`src/rtl/ysyx_22040895_memarb_pkg.sv`:
```
// Shared encodings and default widths for the memory-port arbiter.
// Pure declarations: no latency or backpressure of its own.
package ysyx_22040895_memarb_pkg;

  localparam int ADDR_W_DEF     = 64;
  localparam int DATA_W_DEF     = 64;
  localparam int MAX_STREAK_DEF = 4;

  typedef enum logic [1:0] {
    ST_IDLE = 2'd0,
    ST_REQ  = 2'd1,
    ST_RESP = 2'd2
  } state_e;

  typedef enum logic {
    OWN_IF = 1'b0,
    OWN_LS = 1'b1
  } owner_e;

  // Counter must hold 0..max_streak inclusive.
  function automatic int streak_w(input int max_streak);
    int w;
    w = $clog2(max_streak + 1);
    return (w < 1) ? 1 : w;
  endfunction

endpackage

```
`src/rtl/ysyx_22040895_memarb_if.sv`:
```
// Bundle of IF, LS and external-memory handshake signals around the arbiter.
// slave = arbiter side, master = requesters plus memory (environment side).
interface ysyx_22040895_memarb_if
  import ysyx_22040895_memarb_pkg::*;
#(
  parameter int ADDR_W = ADDR_W_DEF,
  parameter int DATA_W = DATA_W_DEF
);

  logic                  if_req_i;
  logic [ADDR_W-1:0]     if_addr_i;
  logic                  if_gnt_o;
  logic                  if_rvalid_o;
  logic [DATA_W-1:0]     if_rdata_o;

  logic                  ls_req_i;
  logic                  ls_we_i;
  logic [ADDR_W-1:0]     ls_addr_i;
  logic [DATA_W-1:0]     ls_wdata_i;
  logic [DATA_W/8-1:0]   ls_wmask_i;
  logic                  ls_gnt_o;
  logic                  ls_rvalid_o;
  logic [DATA_W-1:0]     ls_rdata_o;

  logic                  mem_req_o;
  logic                  mem_gnt_i;
  logic                  mem_we_o;
  logic [ADDR_W-1:0]     mem_addr_o;
  logic [DATA_W-1:0]     mem_wdata_o;
  logic [DATA_W/8-1:0]   mem_wmask_o;
  logic                  mem_rvalid_i;
  logic [DATA_W-1:0]     mem_rdata_i;

  modport slave (
    input  if_req_i, if_addr_i,
    output if_gnt_o, if_rvalid_o, if_rdata_o,
    input  ls_req_i, ls_we_i, ls_addr_i, ls_wdata_i, ls_wmask_i,
    output ls_gnt_o, ls_rvalid_o, ls_rdata_o,
    output mem_req_o, mem_we_o, mem_addr_o, mem_wdata_o, mem_wmask_o,
    input  mem_gnt_i, mem_rvalid_i, mem_rdata_i
  );

  modport master (
    output if_req_i, if_addr_i,
    input  if_gnt_o, if_rvalid_o, if_rdata_o,
    output ls_req_i, ls_we_i, ls_addr_i, ls_wdata_i, ls_wmask_i,
    input  ls_gnt_o, ls_rvalid_o, ls_rdata_o,
    input  mem_req_o, mem_we_o, mem_addr_o, mem_wdata_o, mem_wmask_o,
    output mem_gnt_i, mem_rvalid_i, mem_rdata_i
  );

endinterface

```
`src/rtl/ysyx_22040895_memarb_pick.sv`:
```
// Winner select (LS first, IF forced after MAX_STREAK LS wins) and streak update.
// Purely combinational; the result is only applied when a launch actually happens.
module ysyx_22040895_memarb_pick
  import ysyx_22040895_memarb_pkg::*;
#(
  parameter int MAX_STREAK = MAX_STREAK_DEF,
  parameter int SW         = streak_w(MAX_STREAK)
) (
  input  logic          if_req_i,
  input  logic          ls_req_i,
  input  logic [SW-1:0] streak_i,
  output owner_e        winner_o,
  output logic [SW-1:0] streak_next_o
);

  localparam logic [SW-1:0] LIMIT = SW'(MAX_STREAK);

  logic force_if;

  always_comb begin
    force_if      = if_req_i && (streak_i >= LIMIT);
    winner_o      = OWN_IF;
    streak_next_o = '0;
    if (ls_req_i && !force_if) begin
      winner_o = OWN_LS;
      // Streak only counts LS wins that actually kept IF waiting.
      if (if_req_i) begin
        streak_next_o = (streak_i >= LIMIT) ? LIMIT : streak_i + SW'(1);
      end
    end
  end

endmodule

```
`src/rtl/ysyx_22040895_memarb.sv`:
```
// Two-requester arbiter (IF, LS) onto one memory port, one transaction in flight.
// Registered request fields held until mem_gnt_i; gnt/rvalid routed combinationally to the owner.
module ysyx_22040895_memarb
  import ysyx_22040895_memarb_pkg::*;
#(
  parameter int ADDR_W     = ADDR_W_DEF,
  parameter int DATA_W     = DATA_W_DEF,
  parameter int MAX_STREAK = MAX_STREAK_DEF
) (
  input logic                   clk,
  input logic                   rst,
  ysyx_22040895_memarb_if.slave bus
);

  localparam int SW = streak_w(MAX_STREAK);
  localparam int MW = DATA_W / 8;

  state_e              state_q;
  owner_e              owner_q;
  owner_e              winner;
  logic [SW-1:0]       streak_q;
  logic [SW-1:0]       streak_d;
  logic                mem_req_q;
  logic                we_q;
  logic [ADDR_W-1:0]   addr_q;
  logic [DATA_W-1:0]   wdata_q;
  logic [MW-1:0]       wmask_q;

  logic any_req;
  logic gnt_fire;
  logic resp_fire;
  logic launch;
  logic if_rv;
  logic ls_rv;

  ysyx_22040895_memarb_pick #(
    .MAX_STREAK (MAX_STREAK),
    .SW         (SW)
  ) u_pick (
    .if_req_i      (bus.if_req_i),
    .ls_req_i      (bus.ls_req_i),
    .streak_i      (streak_q),
    .winner_o      (winner),
    .streak_next_o (streak_d)
  );

  assign any_req   = bus.if_req_i | bus.ls_req_i;
  assign gnt_fire  = (state_q == ST_REQ) & bus.mem_gnt_i;
  assign resp_fire = (state_q == ST_RESP) & bus.mem_rvalid_i;
  // A completing response doubles as an arbitration point so a waiter issues back-to-back.
  assign launch    = any_req & ((state_q == ST_IDLE) | resp_fire);

  always_ff @(posedge clk or negedge rst) begin
    if (!rst) begin
      state_q   <= ST_IDLE;
      owner_q   <= OWN_IF;
      streak_q  <= '0;
      mem_req_q <= 1'b0;
      we_q      <= 1'b0;
      addr_q    <= '0;
      wdata_q   <= '0;
      wmask_q   <= '0;
    end else if (launch) begin
      state_q   <= ST_REQ;
      owner_q   <= winner;
      streak_q  <= streak_d;
      mem_req_q <= 1'b1;
      if (winner == OWN_LS) begin
        we_q    <= bus.ls_we_i;
        addr_q  <= bus.ls_addr_i;
        wdata_q <= bus.ls_wdata_i;
        wmask_q <= bus.ls_we_i ? bus.ls_wmask_i : '0;
      end else begin
        we_q    <= 1'b0;
        addr_q  <= bus.if_addr_i;
        wdata_q <= '0;
        wmask_q <= '0;
      end
    end else begin
      case (state_q)
        ST_IDLE: state_q <= ST_IDLE;
        ST_REQ: begin
          if (bus.mem_gnt_i) begin
            mem_req_q <= 1'b0;
            state_q   <= ST_RESP;
          end
        end
        ST_RESP: begin
          if (bus.mem_rvalid_i) begin
            state_q <= ST_IDLE;
          end
        end
        default: state_q <= ST_IDLE;
      endcase
    end
  end

  assign if_rv = resp_fire & (owner_q == OWN_IF);
  assign ls_rv = resp_fire & (owner_q == OWN_LS);

  assign bus.if_gnt_o    = gnt_fire & (owner_q == OWN_IF);
  assign bus.ls_gnt_o    = gnt_fire & (owner_q == OWN_LS);
  assign bus.if_rvalid_o = if_rv;
  assign bus.ls_rvalid_o = ls_rv;
  assign bus.if_rdata_o  = if_rv ? bus.mem_rdata_i : '0;
  assign bus.ls_rdata_o  = (ls_rv & ~we_q) ? bus.mem_rdata_i : '0;

  assign bus.mem_req_o   = mem_req_q;
  assign bus.mem_we_o    = we_q;
  assign bus.mem_addr_o  = addr_q;
  assign bus.mem_wdata_o = wdata_q;
  assign bus.mem_wmask_o = wmask_q;

endmodule

```
`src/flat_wrapper.sv`:
```
// flat-port wrapper written by rule: the top's interface ports become plain ports
module ysyx_22040895_memarb_flat import ysyx_22040895_memarb_pkg::*;
#(
  parameter int ADDR_W     = ADDR_W_DEF,
  parameter int DATA_W     = DATA_W_DEF,
  parameter int MAX_STREAK = MAX_STREAK_DEF
)
  (clk, rst, bus_if_req_i, bus_if_addr_i, bus_if_gnt_o, bus_if_rvalid_o, bus_if_rdata_o, bus_ls_req_i, bus_ls_we_i, bus_ls_addr_i, bus_ls_wdata_i, bus_ls_wmask_i, bus_ls_gnt_o, bus_ls_rvalid_o, bus_ls_rdata_o, bus_mem_req_o, bus_mem_we_o, bus_mem_addr_o, bus_mem_wdata_o, bus_mem_wmask_o, bus_mem_gnt_i, bus_mem_rvalid_i, bus_mem_rdata_i);
  ysyx_22040895_memarb_if #(.ADDR_W(ADDR_W), .DATA_W(DATA_W)) bus_i ();
  input logic clk;
  input logic rst;
  input wire logic [$bits(bus_i.if_req_i)-1:0] bus_if_req_i;
  input wire logic [$bits(bus_i.if_addr_i)-1:0] bus_if_addr_i;
  output wire logic [$bits(bus_i.if_gnt_o)-1:0] bus_if_gnt_o;
  output wire logic [$bits(bus_i.if_rvalid_o)-1:0] bus_if_rvalid_o;
  output wire logic [$bits(bus_i.if_rdata_o)-1:0] bus_if_rdata_o;
  input wire logic [$bits(bus_i.ls_req_i)-1:0] bus_ls_req_i;
  input wire logic [$bits(bus_i.ls_we_i)-1:0] bus_ls_we_i;
  input wire logic [$bits(bus_i.ls_addr_i)-1:0] bus_ls_addr_i;
  input wire logic [$bits(bus_i.ls_wdata_i)-1:0] bus_ls_wdata_i;
  input wire logic [$bits(bus_i.ls_wmask_i)-1:0] bus_ls_wmask_i;
  output wire logic [$bits(bus_i.ls_gnt_o)-1:0] bus_ls_gnt_o;
  output wire logic [$bits(bus_i.ls_rvalid_o)-1:0] bus_ls_rvalid_o;
  output wire logic [$bits(bus_i.ls_rdata_o)-1:0] bus_ls_rdata_o;
  output wire logic [$bits(bus_i.mem_req_o)-1:0] bus_mem_req_o;
  output wire logic [$bits(bus_i.mem_we_o)-1:0] bus_mem_we_o;
  output wire logic [$bits(bus_i.mem_addr_o)-1:0] bus_mem_addr_o;
  output wire logic [$bits(bus_i.mem_wdata_o)-1:0] bus_mem_wdata_o;
  output wire logic [$bits(bus_i.mem_wmask_o)-1:0] bus_mem_wmask_o;
  input wire logic [$bits(bus_i.mem_gnt_i)-1:0] bus_mem_gnt_i;
  input wire logic [$bits(bus_i.mem_rvalid_i)-1:0] bus_mem_rvalid_i;
  input wire logic [$bits(bus_i.mem_rdata_i)-1:0] bus_mem_rdata_i;
  assign bus_i.if_req_i = bus_if_req_i;
  assign bus_i.if_addr_i = bus_if_addr_i;
  assign bus_if_gnt_o = bus_i.if_gnt_o;
  assign bus_if_rvalid_o = bus_i.if_rvalid_o;
  assign bus_if_rdata_o = bus_i.if_rdata_o;
  assign bus_i.ls_req_i = bus_ls_req_i;
  assign bus_i.ls_we_i = bus_ls_we_i;
  assign bus_i.ls_addr_i = bus_ls_addr_i;
  assign bus_i.ls_wdata_i = bus_ls_wdata_i;
  assign bus_i.ls_wmask_i = bus_ls_wmask_i;
  assign bus_ls_gnt_o = bus_i.ls_gnt_o;
  assign bus_ls_rvalid_o = bus_i.ls_rvalid_o;
  assign bus_ls_rdata_o = bus_i.ls_rdata_o;
  assign bus_mem_req_o = bus_i.mem_req_o;
  assign bus_mem_we_o = bus_i.mem_we_o;
  assign bus_mem_addr_o = bus_i.mem_addr_o;
  assign bus_mem_wdata_o = bus_i.mem_wdata_o;
  assign bus_mem_wmask_o = bus_i.mem_wmask_o;
  assign bus_i.mem_gnt_i = bus_mem_gnt_i;
  assign bus_i.mem_rvalid_i = bus_mem_rvalid_i;
  assign bus_i.mem_rdata_i = bus_mem_rdata_i;
  ysyx_22040895_memarb #(.ADDR_W(ADDR_W), .DATA_W(DATA_W), .MAX_STREAK(MAX_STREAK)) u_core (.clk(clk), .rst(rst), .bus(bus_i));
endmodule
```
`config.mk`:
```
export PLATFORM = sky130hd
export DESIGN_NAME = ysyx_22040895_memarb_flat
export DESIGN_NICKNAME = d
export VERILOG_FILES = /design/src/rtl/ysyx_22040895_memarb_pkg.sv /design/src/rtl/ysyx_22040895_memarb_if.sv /design/src/rtl/ysyx_22040895_memarb_pick.sv /design/src/rtl/ysyx_22040895_memarb.sv /design/src/flat_wrapper.sv
export SDC_FILE = /design/constraint.sdc
export NUM_CORES = 1
export LEC_CHECK = 0
export ABC_AREA = 0
export CORE_AREA = 10 10 205 207
export DETAILED_ROUTE_END_ITERATION = 10
export DIE_AREA = 0 0 215 217
export GPL_TIMING_DRIVEN = 0
export PLACE_DENSITY = 0.54
export SLEW_MARGIN = 10
export SYNTH_ARGS = -nofsm -noshare
export SYNTH_HDL_FRONTEND = slang
export SYNTH_SLANG_ARGS = --single-unit
```
`constraint.sdc`:
```
create_clock -name clk -period 2.2 [get_ports clk]
set_input_delay 0.44 -clock clk [delete_from_list [all_inputs] [get_ports clk]]
set_output_delay 0.44 -clock clk [all_outputs]
set_load 0.02 [all_outputs]
```
==> out/metrics.csv, run 1 <==
metric,value,unit
maxSlewViolCount,0,
hold_class,in2reg,
pre_cts_ws,-1177,ps
nets,1615,
ys_warn_count,0,
place_area,13310,um2
relSlewSlack,0.5465,
clockBufferDepth,2,
drcViolationCount,0,
ys_ff_latch,144,
grt.overflow.total,0,
power_frac_comb,0.523,
grt_pass1_vias,8225,
io_pins,541,
final_area,14300,um2
status,"finished, violations left",
power_switching,6.584,mW
grtUsageTotal,0.1702,
synth_area,7222,um2
core,38110,um2
syn_avg_cell_area,9.367,um2
worst-r2r-cell-count,5,
initial_core_util,0.1895,
dr.pass1.iters,4,
dp_cells,1830,
grt_max_degree,99,
intPower,9.343,mW
violations,negative setup slack,
tritoncts,yes,
post_drt_wl_per_cell,22.29,um
ant_nets,0,
via_count,7966,
clk_pin_slew,70,ps
numCtsBuffers,17,
finalNonFillerCells,1875,
grt_pass1_wl,59640,um
vias_per_cell,4.249,
endpoint_kind,output port,
worst_pin_slew,677.4,ps
seq_power_share,0.286,
p_clk_frac,0.191,
port-buffer-count,540,
place_hpwl,33570,um
pwr_density_cell,1114,nW/um2
row_count,72,
clk_latency,430,ps
cts_sinks,144,
synth_cell_types,31,
fin_crit,2382,ps
dieArea,46660,um2
cp.required,1760,ps
setup.worst_path.start_class,flip-flop,
die_w,215,um
timing.hold.ws,414.0,ps
path_max_fanout,10,
gp_congestion,0.8173,
cts-htree-levels,4,
worst_slack,-181.8,ps
max-vdd-ir-drop,0.6896,mV
die_h,217,um
post-route-period-util,1.083,
fin_skew,8.946,ps
max_clock_freq,419.9,MHz
fill_cells,3898,
antenna_found_initial,8,
hold_path_depth,2,
area_growth,97.94,%
power_leakage,6.182,nW
finalHoldViolations,0,
rsz0062_at_grt,yes,
drive_gt1_frac,0.1985,
drt_wl_total,41800,um
sw_frac_of_total,0.4134,
synth_fp_nets,1044,
crit_arrival,1940,ps
cts_root_buffer,clkbuf_16,
drt_iter0_markers,283,
setup_violations,119,
worstSetupPathType,reg2out,
synth.yosys.seq_area_share,0.4990,
syn_inst,771,
maxCapViolCount,0,
-- through the flow --
stage          setup TNS (ps)  power, mW    util
3_5_place_dp          -196370      12.84  0.3492
6_report               -15660      15.93  0.3751
2_1_floorplan               0      8.109       -
4_1_cts                -23330      16.12  0.3720
5_1_grt                -31950      16.91  0.3751
3_3_place_gp         -1005350      12.79  0.3484
-- cells by family after synthesis --
group / count (synthesis) / share of synthesized area
AND/OR/NAND/NOR: 208 / 0.1601
buffers and inverters: 76 / 0.04695
adder cells (fa/ha/maj): 2 / 0.003464
multiplexers: 65 / 0.09026
flip-flops: 144 / 0.4990
AO/OA/AOI/OAI: 276 / 0.2003
-- area by class of cell --
| class | instances | area [um2] | area share |
|---|---|---|---|
| repair buffers | 552 | 5490 | 0.3841 |
| flip-flops and latches | 144 | 3605 | 0.2522 |
| multi-input cells | 551 | 3422 | 0.2394 |
| well taps | 518 | 648.1 | 0.04534 |
| plain buffers | 72 | 505.5 | 0.03536 |
| clock buffers | 19 | 452.9 | 0.03168 |
| clock inverters | 13 | 151.4 | 0.01059 |
| inverters | 4 | 15.01 | 0.001050 |
| diodes | 2 | 5.005 | 0.0003501 |
-- worst paths after layout --
path | startpoint | end | slack, ps
max | u_core.state_q[0]$_DFFE_PN0P_ | bus_if_rdata_o[6] | -180
min | bus_mem_rvalid_i | u_core.state_q[1]$_DFFE_PN0P_ | 410
max reg2reg | u_core.state_q[1]$_DFFE_PN0P_ | u_core.streak_q[1]$_DFFE_PN0P_ | 50
min reg2reg | u_core.bus.mem_req_o$_DFFE_PN0P_ | u_core.bus.mem_req_o$_DFFE_PN0P_ | 480
max in group asynchronous | rst | u_core.bus.mem_wdata_o[44]$_DFFE_PN0P_ | 820
min in group asynchronous | rst | u_core.bus.mem_addr_o[35]$_DFFE_PN0P_ | 520
-- cell usage in the layout (no fill, tap or decap), types with 4 or more instances in the layout --
cell type and instances:
and2_4 52, a22o_1 8, inv_1 4, o21ai_1 8
buf_1 4, and2_1 76, buf_8 11, clkbuf_16 21
clkdlybuf4s50_1 406, buf_2 9, clkinvlp_4 4, nand2_1 67
clkbuf_2 4, mux2i_1 64, clkbuf_1 33, o21ai_0 255
dfrtp_1 143, buf_6 75, buf_4 72, inv_6 5
-- metal layers --
layer,share of wire,GRT usage,up-vias
li1,-,-,3782
met1,0.43,0.2099,3833
met2,0.47,0.2768,312
met3,0.089,0.07198,27
met4,0.0057,0.02628,12
met5,0.0018,0,-
-- registers in the layout, indices dropped and copies added, names as in the netlist --
name	flops
u_core.bus.mem_wmask_o	8
u_core.owner_q	1
u_core.state_q	2
u_core.streak_q	3
u_core.bus.mem_we_o	1
u_core.bus.mem_addr_o	64
u_core.bus.mem_req_o	1
u_core.bus.mem_wdata_o	64
-- worst max-delay path, cell delays in order, from the launching register on --
cell and delay, ps:
dfrtp_1 410, nand2b_1 170, nor3b_2 230, clkbuf_8 250, clkbuf_16 170, and2_1 150
buf_6 130
-- cell usage after synthesis --
cell type / count / area (um2)
nor2_1: 2 / 7.510
a21bo_1: 1 / 10.01
nor2b_1: 1 / 6.260
o41ai_2: 1 / 16.27
mux2i_1: 64 / 640.6
buf_4: 7 / 52.55
buf_6: 2 / 22.52
buf_2: 10 / 50.05
a21o_1: 1 / 7.510
nand2_1: 67 / 251.5
nor3b_1: 1 / 7.510
nand4b_1: 1 / 8.760
mux2_2: 1 / 11.26
nor2b_2: 1 / 8.760
and2_1: 128 / 800.8
a21boi_0: 1 / 7.510
o21bai_4: 1 / 18.77
or2_1: 1 / 6.260
buf_1: 5 / 18.77
inv_1: 4 / 15.01
nand2b_1: 2 / 12.51
o21ai_1: 8 / 40.04
ha_1: 2 / 25.02
nor3_1: 1 / 5.000
nand3b_1: 1 / 7.510
dfrtp_1: 144 / 3603
and4b_1: 1 / 10.01
o21ai_0: 255 / 1276
clkbuf_1: 48 / 180.2
a22o_1: 8 / 70.07
nor4b_4: 1 / 23.77
-- power groups by stage --
stage	Combinational (mW)	Clock (mW)	Sequential (mW)
floorplan	2.09	0	6.02
global placement	8.24	0	4.55
detailed placement	8.23	0	4.60
CTS	8.39	3.14	4.58
global route	8.94	3.25	4.73
finish	8.32	3.04	4.56
-- repair_timing --
item / in CTS / in global routing
hold endpoints to repair: 46 / 0
setup endpoints to repair: 222 / 193
pin swaps: 11 / 9
resized for setup: 775 / 68
buffers inserted: 5 / 1
cloned: 2 / 2
hold buffers: 1 / 0
Note: power is estimated with default switching activity, not from simulation.
==> run 2, diff against run 1 <==
CORE_AREA = 10 10 204 206   (was 10 10 205 207)
DIE_AREA = 0 0 214 216   (was 0 0 215 217)
PLACE_DENSITY = 0.56   (was 0.54)
SYNTH_HIERARCHICAL = 1   (was default)
==> out/metrics.csv, run 2 <==
metric,value,unit,change
cts_root_buffer,clkbuf_16,,
synth_cell_types,27,,-13%
final_cell_mix,"clkdlybuf4s50_1 (406), dfrtp_1 (142), buf_6 (138), mux2_2 (137), inv_1 (68)",,
rrSetupSlack,260,ps,+210 ps
hold_path_depth,1,,-1
synth_top_area_share,0.4739,,-0.02504
relSlewSlack,0.6603,,+0.1139
cp.required,1760,ps,about the same
p_clk_frac,0.183,,-0.008
clockBufferDepth,2,,unchanged
ys_warn_count,6,,+6
synth-main-ff-cell,dfrtp_1,,
drt_wl_total,41110,um,-1.7%
maxCapViolCount,0,,unchanged
path_max_fanout,8,,-2
synth_fp_nets,962,,-7.9%
grt_pass1_vias,8150,,-0.91%
setup.worst_path.start_class,flip-flop,,
synth_largest_area_cell,dfrtp_1,,
finalHoldViolations,0,,unchanged
synth-edff-count,0,,unchanged
fin_skew,6.298,ps,-2.648 ps
post-route-period-util,1.072,,-0.01042
grtUsageTotal,0.1697,,-0.0004336
nets,1556,,-3.7%
max-vdd-ir-drop,0.6977,mV,+1.2%
post_drt_wl_per_cell,22.65,um,+1.6%
grt_max_degree,90,,-9.1%
sw_frac_of_total,0.3805,,-0.03292
cts_sinks,144,,unchanged
worst_slack,-158.9,ps,+22.93 ps
grt_pass1_wl,57980,um,-2.8%
drt_iter0_markers,214,,-24%
drive_gt1_frac,0.3835,,+0.1850
synthTopCellsByCount,"dfrtp_1 (144), mux2_2 (137), and3_1 (72), inv_1 (68), nand2_1 (66)",,
pre_cts_ws,-1005,ps,+172.1 ps
grt.overflow.total,0,,unchanged
die_h,216,um,-0.46%
core,37400,um2,-1.9%
clk_latency,430,ps,about the same
power_frac_comb,0.545,,+0.022
crit_arrival,1920,ps,-20 ps
syn_inst,689,,-11%
via_count,7411,,-7.0%
worst_pin_slew,509.5,ps,-168.0 ps
worst-r2r-cell-count,5,,unchanged
synth.yosys.seq_area_share,0.4739,,-0.02504
power_leakage,6.836,nW,+11%
io_pins,541,,unchanged
synth.area.top_cells,"dfrtp_1 (47%), mux2_2 (20%), mux2i_1 (8.6%)",,
hold_class,reg2reg,,
synth-async-reset-ratio,1.000,,unchanged
violations,negative setup slack,,
reg2reg_to,u_core/bus.mem_addr_o[3]$_DFFE_PN0P_,,
maxSlewViolCount,0,,unchanged
row_count,71,,-1.4%
worstSetupPathType,reg2out,,
initial_core_util,0.2033,,+0.01379
dr.pass1.iters,6,,+2
area_growth,101.9,%,
final_common_cell,clkdlybuf4s50_1,,
numCtsBuffers,17,,unchanged
seq_power_share,0.272,,-0.014
ant_nets,0,,unchanged
holdPathEnd,u_core/bus.mem_req_o$_DFFE_PN0P_,,
endpoint_kind,output port,,
tritoncts,yes,,
antenna_found_initial,11,,+3
synth.most_common_cell,dfrtp_1,,
port-buffer-count,540,,unchanged
vias_per_cell,4.083,,-3.9%
syn_avg_cell_area,11.04,um2,+18%
fill_cells,3630,,-6.9%
intPower,10.61,mW,+14%
clk_pin_slew,70,ps,about the same
ys_ff_latch,144,,unchanged
setup_violations,114,,-4.2%
die_w,214,um,-0.47%
synth_area,7604,um2,+5.3%
pwr_density_cell,1116,nW/um2,+0.18%
place_hpwl,33190,um,-1.1%
power_switching,6.519,mW,-0.99%
gp_congestion,0.9788,,+20%
drcViolationCount,0,,unchanged
rsz0062_at_grt,yes,,
max_clock_freq,423.9,MHz,+0.97%
status,"finished, violations left",,
reg2reg_from,u_core/streak_q[2]$_DFFE_PN0P_,,
dieArea,46220,um2,-0.92%
finalNonFillerCells,1815,,-3.2%
holdCritStartpoint,u_core/bus.mem_req_o$_DFFE_PN0P_,,
fin_crit,2359,ps,-22.93 ps
dp_cells,1741,,-4.9%
cts-htree-levels,4,,unchanged
run 2: how the worst max path moves through the flow:
stage                                   from                                   end  slack, ps  cells past startpoint
2_1_floorplan                   bus_ls_req_i  u_core/bus.mem_addr_o[0]$_DFFE_PN0P_        350                      5
4_1_cts        u_core/state_q[0]$_DFFE_PN0P_                    bus_ls_rdata_o[15]       -260                      7
6_report          u_core/owner_q$_DFFE_PN0P_                    bus_if_rdata_o[33]       -160                      8
3_5_place_dp                bus_mem_rvalid_i                    bus_if_rdata_o[14]      -1010                      7
3_3_place_gp                             rst      u_core/bus.mem_req_o$_DFFE_PN0P_      -5820                      1
5_1_grt        u_core/state_q[1]$_DFFE_PN0P_                    bus_ls_rdata_o[41]       -250                      7
run 2: cell type report:
cell class | instances | area [um2] | area share
sequential | 144 | 3606 | 0.2349
inverter | 68 | 255.2 | 0.01663
timing repair buffer | 581 | 5987 | 0.3900
buffer | 46 | 352.8 | 0.02298
antenna | 8 | 20.02 | 0.001304
multi-input combinational | 425 | 3867 | 0.2519
clock inverter | 10 | 158.9 | 0.01035
tap | 511 | 639.4 | 0.04165
clock buffer | 22 | 464.2 | 0.03024
run 2: metrics by stage:
stage / hold WS (ps) / TNS [ps] / power, mW / area, um2 / util
2_1_floorplan: 144.4 / 0 / 8.974 / 7604 / -
3_3_place_gp: 466.1 / -1009780 / 13.56 / 13650 / 0.3649
3_5_place_dp: 402.6 / -184080 / 13.62 / 13680 / 0.3658
4_1_cts: 426.9 / -24100 / 17.30 / 15080 / 0.4031
5_1_grt: 509.8 / -20780 / 18.09 / 15340 / 0.4102
6_report: 485.5 / -8683 / 17.13 / 15350 / 0.4105
run 2: what timing repair did:
action	in CTS	in global routing
hold buffers	1	0
pin swaps	15	15
resized for setup	813	147
setup buffers	27	12
endpoints found under the hold margin	55	0
endpoints found under the setup margin	242	241
cloned	9	2
run 2: cells by family (layout without fill, tap and decap cells):
family,count (synthesis),after routing,synth area share
buffers and inverters,120,727,0.06862
AO/OA/AOI/OAI,3,3,0.002633
adder cells (fa/ha/maj),2,2,0.003291
AND/OR/NAND/NOR,215,215,0.1572
flip-flops,144,144,0.4739
other,0,8,0
multiplexers,205,205,0.2944
run 2: power groups by stage:
stage               combinational [mW]  clock, mW  sequential, mW
finish                            9.33       3.14            4.66
global route                      9.89       3.35            4.85
CTS                               9.38       3.25            4.67
detailed placement                8.93          0            4.69
global placement                  8.91          0            4.65
floorplan                         2.79          0            6.18
run 2: per-layer routing:
metal / share of wire / wire [um] / GRT usage
met5: 0 / 0 / 0
met4: 0.025 / 1017 / 0.06118
met3: 0.078 / 3216 / 0.06476
met2: 0.55 / 22470 / 0.3214
met1: 0.35 / 14400 / 0.1635
run 2: worst max-delay path, stage by stage (launching register included):
cell       delay [ps]
dfrtp_2           410
buf_6             130
nor3_4            180
buf_4             150
clkbuf_16         140
buf_8             120
buf_6             100
and2_4            140
buf_6             110
